**src/rtl/alu_exec_unit.sv**
```systemverilog
// alu_exec_unit: consumes the 4-bit ALU control code, executes AND/OR/ADD/SUB/PASSB
// in one cycle and returns a registered result with NZCV flags over valid/ready.
// Optional macro ALU_MUL_EN adds an iterative shift-add unsigned multiply (code 1001);
// without it, code 1001 is reported as illegal like any other unsupported code.
module alu_exec_unit #(
  parameter int unsigned DATA_WIDTH = 64,
  parameter int unsigned CNT_WIDTH  = 7
) (
  input  logic                  iCLK,
  input  logic                  iRST,
  input  logic                  iValid,
  output logic                  oReady,
  input  logic [3:0]            iControl,
  input  logic [DATA_WIDTH-1:0] iA,
  input  logic [DATA_WIDTH-1:0] iB,
  output logic                  oValid,
  input  logic                  iReady,
  output logic [DATA_WIDTH-1:0] oResult,
  output logic [3:0]            oFlags,
  output logic                  oIllegal
);

  localparam int unsigned SUM_W = DATA_WIDTH + 1;
  localparam int unsigned MSB   = DATA_WIDTH - 1;

  localparam logic [3:0] OP_AND   = 4'b0000;
  localparam logic [3:0] OP_OR    = 4'b0001;
  localparam logic [3:0] OP_ADD   = 4'b0010;
  localparam logic [3:0] OP_SUB   = 4'b0110;
  localparam logic [3:0] OP_PASSB = 4'b1000;
`ifdef ALU_MUL_EN
  localparam logic [3:0] OP_MUL   = 4'b1001;
`endif

  // Reject parameter sets the counter or flag logic cannot support.
  if (DATA_WIDTH < 2 || (DATA_WIDTH >> CNT_WIDTH) != 0) begin : g_param_check
    $error("alu_exec_unit: DATA_WIDTH must be >= 2 and < 2**CNT_WIDTH");
  end

  typedef enum logic [1:0] {S_IDLE, S_MUL, S_DONE} state_t;

  state_t                state_q, state_d;
  logic                  ready_q, ready_d;
  logic                  valid_q, valid_d;
  logic [DATA_WIDTH-1:0] result_q, result_d;
  logic [3:0]            flags_q, flags_d;
  logic                  illegal_q, illegal_d;

`ifdef ALU_MUL_EN
  logic [DATA_WIDTH-1:0] mcand_q, mcand_d;
  logic [DATA_WIDTH-1:0] mplier_q, mplier_d;
  logic [DATA_WIDTH-1:0] acc_q, acc_d;
  logic [CNT_WIDTH-1:0]  cnt_q, cnt_d;
`endif

  logic                  is_sub;
  logic [DATA_WIDTH-1:0] b_op;
  logic [SUM_W-1:0]      sum;
  logic [DATA_WIDTH-1:0] alu_res;
  logic                  alu_carry;
  logic                  alu_ovf;
  logic                  alu_ill;

  // Single-cycle datapath on the live request; SUB reuses the adder as A + ~B + 1.
  always_comb begin
    is_sub    = (iControl == OP_SUB);
    b_op      = is_sub ? ~iB : iB;
    sum       = {1'b0, iA} + {1'b0, b_op} + SUM_W'(is_sub);
    alu_res   = '0;
    alu_carry = 1'b0;
    alu_ovf   = 1'b0;
    alu_ill   = 1'b0;
    case (iControl)
      OP_AND:   alu_res = iA & iB;
      OP_OR:    alu_res = iA | iB;
      OP_ADD, OP_SUB: begin
        alu_res   = sum[MSB:0];
        alu_carry = sum[DATA_WIDTH];
        alu_ovf   = (iA[MSB] == b_op[MSB]) && (sum[MSB] != iA[MSB]);
      end
      OP_PASSB: alu_res = iB;
      default:  alu_ill = 1'b1;
    endcase
  end

  // Next-state and next-output logic; handshake outputs mirror the next state.
  always_comb begin
    state_d   = state_q;
    result_d  = result_q;
    flags_d   = flags_q;
    illegal_d = illegal_q;
`ifdef ALU_MUL_EN
    mcand_d   = mcand_q;
    mplier_d  = mplier_q;
    acc_d     = acc_q;
    cnt_d     = cnt_q;
`endif
    case (state_q)
      S_IDLE: begin
        if (iValid) begin
          result_d  = alu_res;
          flags_d   = {alu_res[MSB], (alu_res == '0), alu_carry, alu_ovf};
          illegal_d = alu_ill;
          state_d   = S_DONE;
`ifdef ALU_MUL_EN
          if (iControl == OP_MUL) begin
            result_d  = result_q;
            flags_d   = flags_q;
            illegal_d = illegal_q;
            mcand_d   = iA;
            mplier_d  = iB;
            acc_d     = '0;
            cnt_d     = '0;
            state_d   = S_MUL;
          end
`endif
        end
      end
`ifdef ALU_MUL_EN
      S_MUL: begin
        if (cnt_q == CNT_WIDTH'(DATA_WIDTH)) begin
          result_d  = acc_q;
          flags_d   = {acc_q[MSB], (acc_q == '0), 2'b00};
          illegal_d = 1'b0;
          state_d   = S_DONE;
        end else begin
          if (mplier_q[0]) begin
            acc_d = acc_q + mcand_q;
          end
          mcand_d  = mcand_q << 1;
          mplier_d = mplier_q >> 1;
          cnt_d    = cnt_q + CNT_WIDTH'(1);
        end
      end
`endif
      S_DONE: begin
        if (iReady) begin
          state_d = S_IDLE;
        end
      end
      default: state_d = S_IDLE;
    endcase
    ready_d = (state_d == S_IDLE);
    valid_d = (state_d == S_DONE);
  end

  // State and output registers with synchronous reset.
  always_ff @(posedge iCLK) begin
    if (iRST) begin
      state_q   <= S_IDLE;
      ready_q   <= 1'b1;
      valid_q   <= 1'b0;
      result_q  <= '0;
      flags_q   <= '0;
      illegal_q <= 1'b0;
`ifdef ALU_MUL_EN
      mcand_q   <= '0;
      mplier_q  <= '0;
      acc_q     <= '0;
      cnt_q     <= '0;
`endif
    end else begin
      state_q   <= state_d;
      ready_q   <= ready_d;
      valid_q   <= valid_d;
      result_q  <= result_d;
      flags_q   <= flags_d;
      illegal_q <= illegal_d;
`ifdef ALU_MUL_EN
      mcand_q   <= mcand_d;
      mplier_q  <= mplier_d;
      acc_q     <= acc_d;
      cnt_q     <= cnt_d;
`endif
    end
  end

  assign oReady   = ready_q;
  assign oValid   = valid_q;
  assign oResult  = result_q;
  assign oFlags   = flags_q;
  assign oIllegal = illegal_q;

endmodule
```
**config.mk**
```make
export PLATFORM = sky130hd
export DESIGN_NAME = alu_exec_unit
export DESIGN_NICKNAME = d
export VERILOG_FILES = /design/src/rtl/alu_exec_unit.sv
export SDC_FILE = /design/constraint.sdc
export NUM_CORES = 1
export LEC_CHECK = 0
export BUFFER_PORTS_ARGS = -buffer_cell sky130_fd_sc_hd__buf_4
export CAP_MARGIN = 20
export CORE_MARGIN = 2
export CORE_UTILIZATION = 61
export CTS_BUF_LIST = sky130_fd_sc_hd__clkbuf_16
export DETAILED_ROUTE_END_ITERATION = 12
export PLACE_DENSITY = 0.88
export SYNTH_ARGS = -nofsm -noshare
export SYNTH_HDL_FRONTEND = slang
export SYNTH_SLANG_ARGS = --single-unit
```
**constraint.sdc**
```tcl
create_clock -name iCLK -period 7.05 [get_ports iCLK]
set_input_delay 0.705 -clock iCLK [delete_from_list [all_inputs] [get_ports iCLK]]
set_output_delay 0.705 -clock iCLK [all_outputs]
set_load 0.05 [all_outputs]
```
==> run metrics, run 1 <==
mux cell area share after synthesis 0.00643; Setup CP Type in -> reg; Worst-Skew Late Latency 0.34 ns; Seq. cell area 0.00144 mm^2; layout cells sized above 1 0.168; Adder-Cell Fraction of Synth Area 0.101; largest family of logic cells by synthesized area compound AO/OA/AOI/OAI gates; Clock Pin Slew Worst Setup and Hold Paths 0.06 ns; Antenna diodes 0; # clock sinks 72; post-synthesis xor/xnor area fraction 0.0809; Net Switching 0.841 mW; Logic pwr share 0.525; Num CTS Buffers 9; # IOs 207; # Post-CTS Setup Buffers 0; Max VDD drop 0.129 mV; vias per cell 7.13; Residual DRC 0; clock skew 0.00492 ns; die area 0.0166 mm^2; CORE AREA 0.0153 mm^2; Internal Power 1.05 mW; Pins Over Slew Limit 0; total number of vias 12442; Avg Inst Size Synth 6.85 um^2; post-route cell area 0.0114 mm^2; Post-synth EDFFs 0; CTS tree built; port bufs 206; Slew headroom 0.240; RSZ-0062 raised after global routing false; number of global-route vias before repair 11058; CP endpoint kind register; simple-gate share of the synthesized area 0.234; H-tree levels 3; Final Hold Viols 0; Site Rows 45; fillers 1160; sequential-to-total area share from yosys stat 0.151; worst path required time 7.33 ns; largest net degree at the start of global routing 93; Flop pwr share 0.239; Synth Net Count 1602; Max-Cap Viols 0; GRT overflow 0; Detail Route Antenna Nets 0; Detail Placement HPWL 29600 um; Total GRT Usage 0.458; Final Net Count 1740; Die Width 129 um; Net Sw Frac 0.445; Worst-Margin Slew 1.13 ns; Synth Area in Compound Gates 0.380; maximum root-to-sink buffer count 2; Final Cycle Share 0.860; worst hold slack 0.466 ns; root buffer cell clkbuf_16; CTS resizes 0; hold_buf cts 0; Initial Utilization 0.624; placed inst area 0.0111 mm^2; Die Ht 129 um; initial antenna violation count 0; Post-synth top flop dfxtp_1; multi-input logic area 0.00767 mm^2; crit-path max FO 69; first-pass GRT wire length 60400 um; Synth Instances 1390; drt initial violations 2001; Fmax achieved 165 MHz; PD cells 166 mW/mm^2; Lkg Pwr 4.64 nW; 1st-pass router iterations 9; status completed; Mapped Area 0.00953 mm^2; setup violators final 0; Clock Power Share 0.235; minimum clock period 6.06 ns; GP Congestion 1.11; per-cell routed wire length 22.3 um; CP arrival 6.34 ns; P&R area growth vs syn 19.5%; Synth Register Bits 72; Cell variety after synth 82; ys async rst share 0; setup TNS 0 ns; Hold Crit Class reg -> reg; Worst setup SP type input port; Syn. warnings 0; final wirelength 39000 um
## flip-flops by register name (all words and copies together), names as in the netlist
register / count
oFlags: 3
oResult: 64
oValid: 1
oReady: 1
oIllegal: 1
state_q: 2
## synthesized netlist by cell type, drive strengths merged, types with 13 or more instances
| cell type | instances | area, um^2 |
|---|---|---|
| a31oi | 13 | 81.3 |
| nor3 | 39 | 195 |
| ha | 75 | 938 |
| a21oi | 156 | 785 |
| nor4 | 15 | 93.8 |
| clkbuf | 69 | 259 |
| a21o | 24 | 180 |
| nand4 | 47 | 294 |
| inv | 21 | 78.8 |
| dfxtp | 72 | 1440 |
| nand2b | 15 | 96.3 |
| xnor2 | 76 | 666 |
| o211ai | 37 | 278 |
| nand3 | 13 | 65.1 |
| a211oi | 42 | 333 |
| o21ai | 190 | 951 |
| buf | 22 | 97.6 |
| nor2 | 124 | 465 |
| o21a | 16 | 120 |
| nand2 | 134 | 503 |
| or3 | 20 | 130 |
## power by group through the flow
stage	logic (mW)	clock network (mW)	registers, mW
after floorplan	0.553	0	0.536
after global placement	0.928	0	0.456
after detailed placement	0.943	0	0.458
after CTS	0.953	0.440	0.450
after global routing	1.06	0.457	0.452
final	0.991	0.444	0.452
## cell families after synthesis
family	count (synthesis)
buffers and inverters	113
other	1
flip-flops	72
multiplexers	6
AND/OR/NAND/NOR	456
adder cells (fa/ha/maj)	76
XOR/XNOR	88
AO/OA/AOI/OAI	578
## critical path, stage by stage
cell and delay (ns):
buf_4 0.31, nand4bb_4 0.80, xnor2_1 0.32, ha_1 0.51, nand4_1 0.24, or3_1 0.43, or4_1 0.52, a211oi_1 0.50
o21ai_0 0.24, nand2b_2 0.21, a211oi_1 0.12, a211oi_1 0.67, nand4_1 0.17, nor4_1 0.33, a41o_1 0.21
## layer usage
metal / vias to the layer above / wire [um] / track usage
met4: 0 / 2340 / 0.198
met2: 1054 / 16200 / 0.696
li1: 5497 / - / -
met5: - / 0 / 0
met3: 222 / 5420 / 0.128
met1: 5669 / 15000 / 0.608
## path summary, 6_finish.rpt
kind | start | to | slack [ns] | cells after the start
worst max-delay path | iControl[3] | oFlags[2] | 0.99 | 15
worst max register to register | state_q[1] | oFlags[2] | 4.44 | 9
worst min-delay path | oResult[52] | oResult[52] | 0.47 | 2
worst min register to register | oResult[52] | oResult[52] | 0.47 | 2
## area by class of cell
type                    instances  area share
multi-input cells            1205       0.674
clock buffers                   9      0.0198
well taps                     211      0.0232
flip-flops and latches         72       0.127
inverters                      22     0.00725
clock inverters                 7     0.00560
repair buffers                218       0.144
## cells in the final DEF, fill, tap and decap left out, drive strengths merged, types with 6 or more instances in the layout
cell type  Yosys  final
a2111oi        6      6
a211oi        42     42
a21boi         9      9
a21o          24     24
a21oi        156    156
a31oi         13     13
and3           7      7
and4          11     11
buf           22    218
clkbuf        69      9
dfxtp         72     72
ha            75     75
inv           21     22
nand2        134    134
nand2b        15     15
nand3         13     13
nand4         47     47
nor2         124    124
nor2b          6      6
nor3          39     39
nor4          15     15
o211a          8      8
o211ai        37     37
o21a          16     16
o21ai        190    190
o21bai        10     10
o31a           7      7
o31ai          9      9
or3           20     20
xnor2         76     76
xor2          12     12
## stage by stage
step                setup slack [ns]  power [mW]   util  instances
floorplan                       2.21        1.09      -       1390
global placement                1.08        1.38  0.727       1728
detailed placement              1.04        1.40  0.727       1728
CTS                             1.33        1.84  0.746       1744
global route                   0.803        1.97  0.746       1744
finish                         0.987        1.89  0.746       1744
(Power assumes the default switching activity.)
==> inputs of run 2 (changes only) <==
--- a/config.mk
+++ b/config.mk
@@ -7,7 +7,6 @@
 export LEC_CHECK = 0
 export BUFFER_PORTS_ARGS = -buffer_cell sky130_fd_sc_hd__buf_4
 export CAP_MARGIN = 20
-export CORE_MARGIN = 2
 export CORE_UTILIZATION = 61
 export CTS_BUF_LIST = sky130_fd_sc_hd__clkbuf_16
 export DETAILED_ROUTE_END_ITERATION = 12
==> run metrics, run 2 (same netlist as run 1, synthesis figures left out) <==
Die Width 127 um (was 129 um); Site Rows 45 (unchanged); Highest Signal Layer met4 (unchanged); flop2flop setup slack 3.97 ns (was 4.44 ns); fillers 1214 (was 1160); clock skew 0.00560 ns (was 0.00492 ns); CP arrival 5.80 ns (was 6.34 ns); Fmax achieved 181 MHz (was 165 MHz); total number of vias 12135 (was 12442); Max-Cap Viols 0 (unchanged); # IOs 207 (unchanged); P&R area growth vs syn 19.4% (was 19.5%); status completed (unchanged); most frequent cells in the layout 219 x buf_4, 186 x o21ai_0, 155 x a21oi_1 (was 218 x buf_4, 186 x o21ai_0, 155 x a21oi_1); Worst R2R Path Depth 10 (was 9); # Post-CTS Setup Buffers 0 (unchanged); Worst-Skew Late Latency 0.33 ns (was 0.34 ns); Detail Placement HPWL 28600 um (was 29600 um); die area 0.0161 mm^2 (was 0.0166 mm^2); GP Congestion 1.06 (was 1.11); Initial Utilization 0.627 (was 0.624); Hold Crit Class reg -> reg (unchanged); Max VDD drop 0.139 mV (was 0.129 mV); root buffer cell clkbuf_16 (unchanged); hold_buf cts 0 (unchanged); met2 wire len 15900 um (was 16200 um); Final Cycle Share 0.783 (was 0.860); Residual DRC 0 (unchanged); most common cell after layout, fill and taps aside buf_4 (unchanged); Detail Route Antenna Nets 0 (unchanged); PD cells 166 mW/mm^2 (about the same); RSZ-0062 raised after global routing false (unchanged); Die Ht 127 um (was 129 um); Lkg Pwr 4.65 nW (was 4.64 nW); final wirelength 37400 um (was 39000 um); Pins Over Slew Limit 0 (unchanged); Reg-to-Reg End oFlags[2] (unchanged); Final Net Count 1741 (was 1740); WL met3 4800 um (was 5420 um); Final Util 0.748 (was 0.746); largest net degree at the start of global routing 94 (was 93); layout cells sized above 1 0.169 (was 0.168); Worst-Margin Slew 0.990 ns (was 1.13 ns); initial antenna violation count 0 (unchanged); CP endpoint kind register (unchanged); reg2reg start state_q[1] (unchanged); Total GRT Usage 0.449 (was 0.458); Slew headroom 0.332 (was 0.240); hold path start oResult[58] (was oResult[52]); Setup CP Type in -> reg (unchanged); drt initial violations 1673 (was 2001); WL met1 14900 um (was 15000 um); H-tree levels 3 (unchanged); port bufs 206 (unchanged); Num CTS Buffers 9 (unchanged); CTS resizes 0 (unchanged); Endpoint, Worst Hold oResult[58] (was oResult[52]); setup violators final 0 (unchanged); Antenna diodes 0 (unchanged); Final Hold Viols 0 (unchanged); Clock Pin Slew Worst Setup and Hold Paths 0.06 ns (about the same); crit-path max FO 26 (was 69); CTS tree built (unchanged); max reg flops 64 (unchanged); number of global-route vias before repair 10589 (was 11058); worst path required time 7.33 ns (about the same); GRT overflow 0 (unchanged); minimum clock period 5.52 ns (was 6.06 ns); maximum root-to-sink buffer count 2 (unchanged); CORE AREA 0.0152 mm^2 (was 0.0153 mm^2); # clock sinks 72 (unchanged); Worst setup SP type input port (unchanged); per-cell routed wire length 21.7 um (was 22.3 um); vias per cell 7.05 (was 7.13); first-pass GRT wire length 57200 um (was 60400 um); hold path cells 2 (unchanged); setup TNS 0 ns (unchanged); 1st-pass router iterations 6 (was 9)
## run 2: cell count changes in the layout (fill, tap and decap cells not counted), sizes merged
cell / previous run / this run
clkinv: 5 / 4
inv: 22 / 23
buf: 218 / 219
## run 2: layer usage
| layer | track usage | vias up |
|---|---|---|
| met5 | 0 | - |
| met2 | 0.698 | 880 |
| li1 | - | 5500 |
| met4 | 0.188 | 0 |
| met3 | 0.0967 | 163 |
| met1 | 0.599 | 5592 |
## run 2: how the worst max path moves through the flow
stage                 from        end  cells past startpoint
2_1_floorplan  iControl[0]  oFlags[2]                     17
3_3_place_gp   iControl[0]  oFlags[2]                     16
3_5_place_dp   iControl[0]  oFlags[2]                     16
4_1_cts        iControl[0]  oFlags[2]                     16
5_1_grt        iControl[0]  oFlags[2]                     16
6_report       iControl[0]  oFlags[2]                     16
## run 2: metrics by stage
step           instances  total power [mW]  setup slack, ns  hold slack (ns)  cell area [um^2]
3_5_place_dp        1706              1.40             1.44            0.459             11100
6_report            1722              1.89             1.53            0.472             11400
2_1_floorplan       1390              1.09             2.21            0.440              9530
5_1_grt             1722              1.97             1.32            0.495             11400
4_1_cts             1722              1.85             1.77            0.467             11400
3_3_place_gp        1706              1.38             1.63            0.444             11100
## run 2: power by group
part	switching, mW	internal [mW]	total [mW]
clock network	0.182	0.274	0.456
logic	0.642	0.343	0.985
registers	0.0169	0.432	0.449
## run 2: layout make-up
class                   count  area, um^2  share of cell area
clock inverters             7        72.6             0.00638
multi-input cells        1205        7670               0.675
clock buffers               9         225              0.0198
inverters                  22        82.6             0.00726
flip-flops and latches     72        1440               0.127
repair buffers            219        1640               0.145
well taps                 188         235              0.0207
## run 2: critical path, stage by stage
cell and delay, ns:
buf_4 0.16, nand4bb_4 0.60, buf_4 0.43, xnor2_1 0.14
ha_1 0.35, a21oi_1 0.33, nor2_1 0.13, a21o_1 0.18
a211oi_2 0.54, o2111ai_2 0.15, a31oi_1 0.60, o21ai_0 0.38
a2111oi_2 0.50, nand4_1 0.15, nor4_1 0.25, a41o_1 0.19
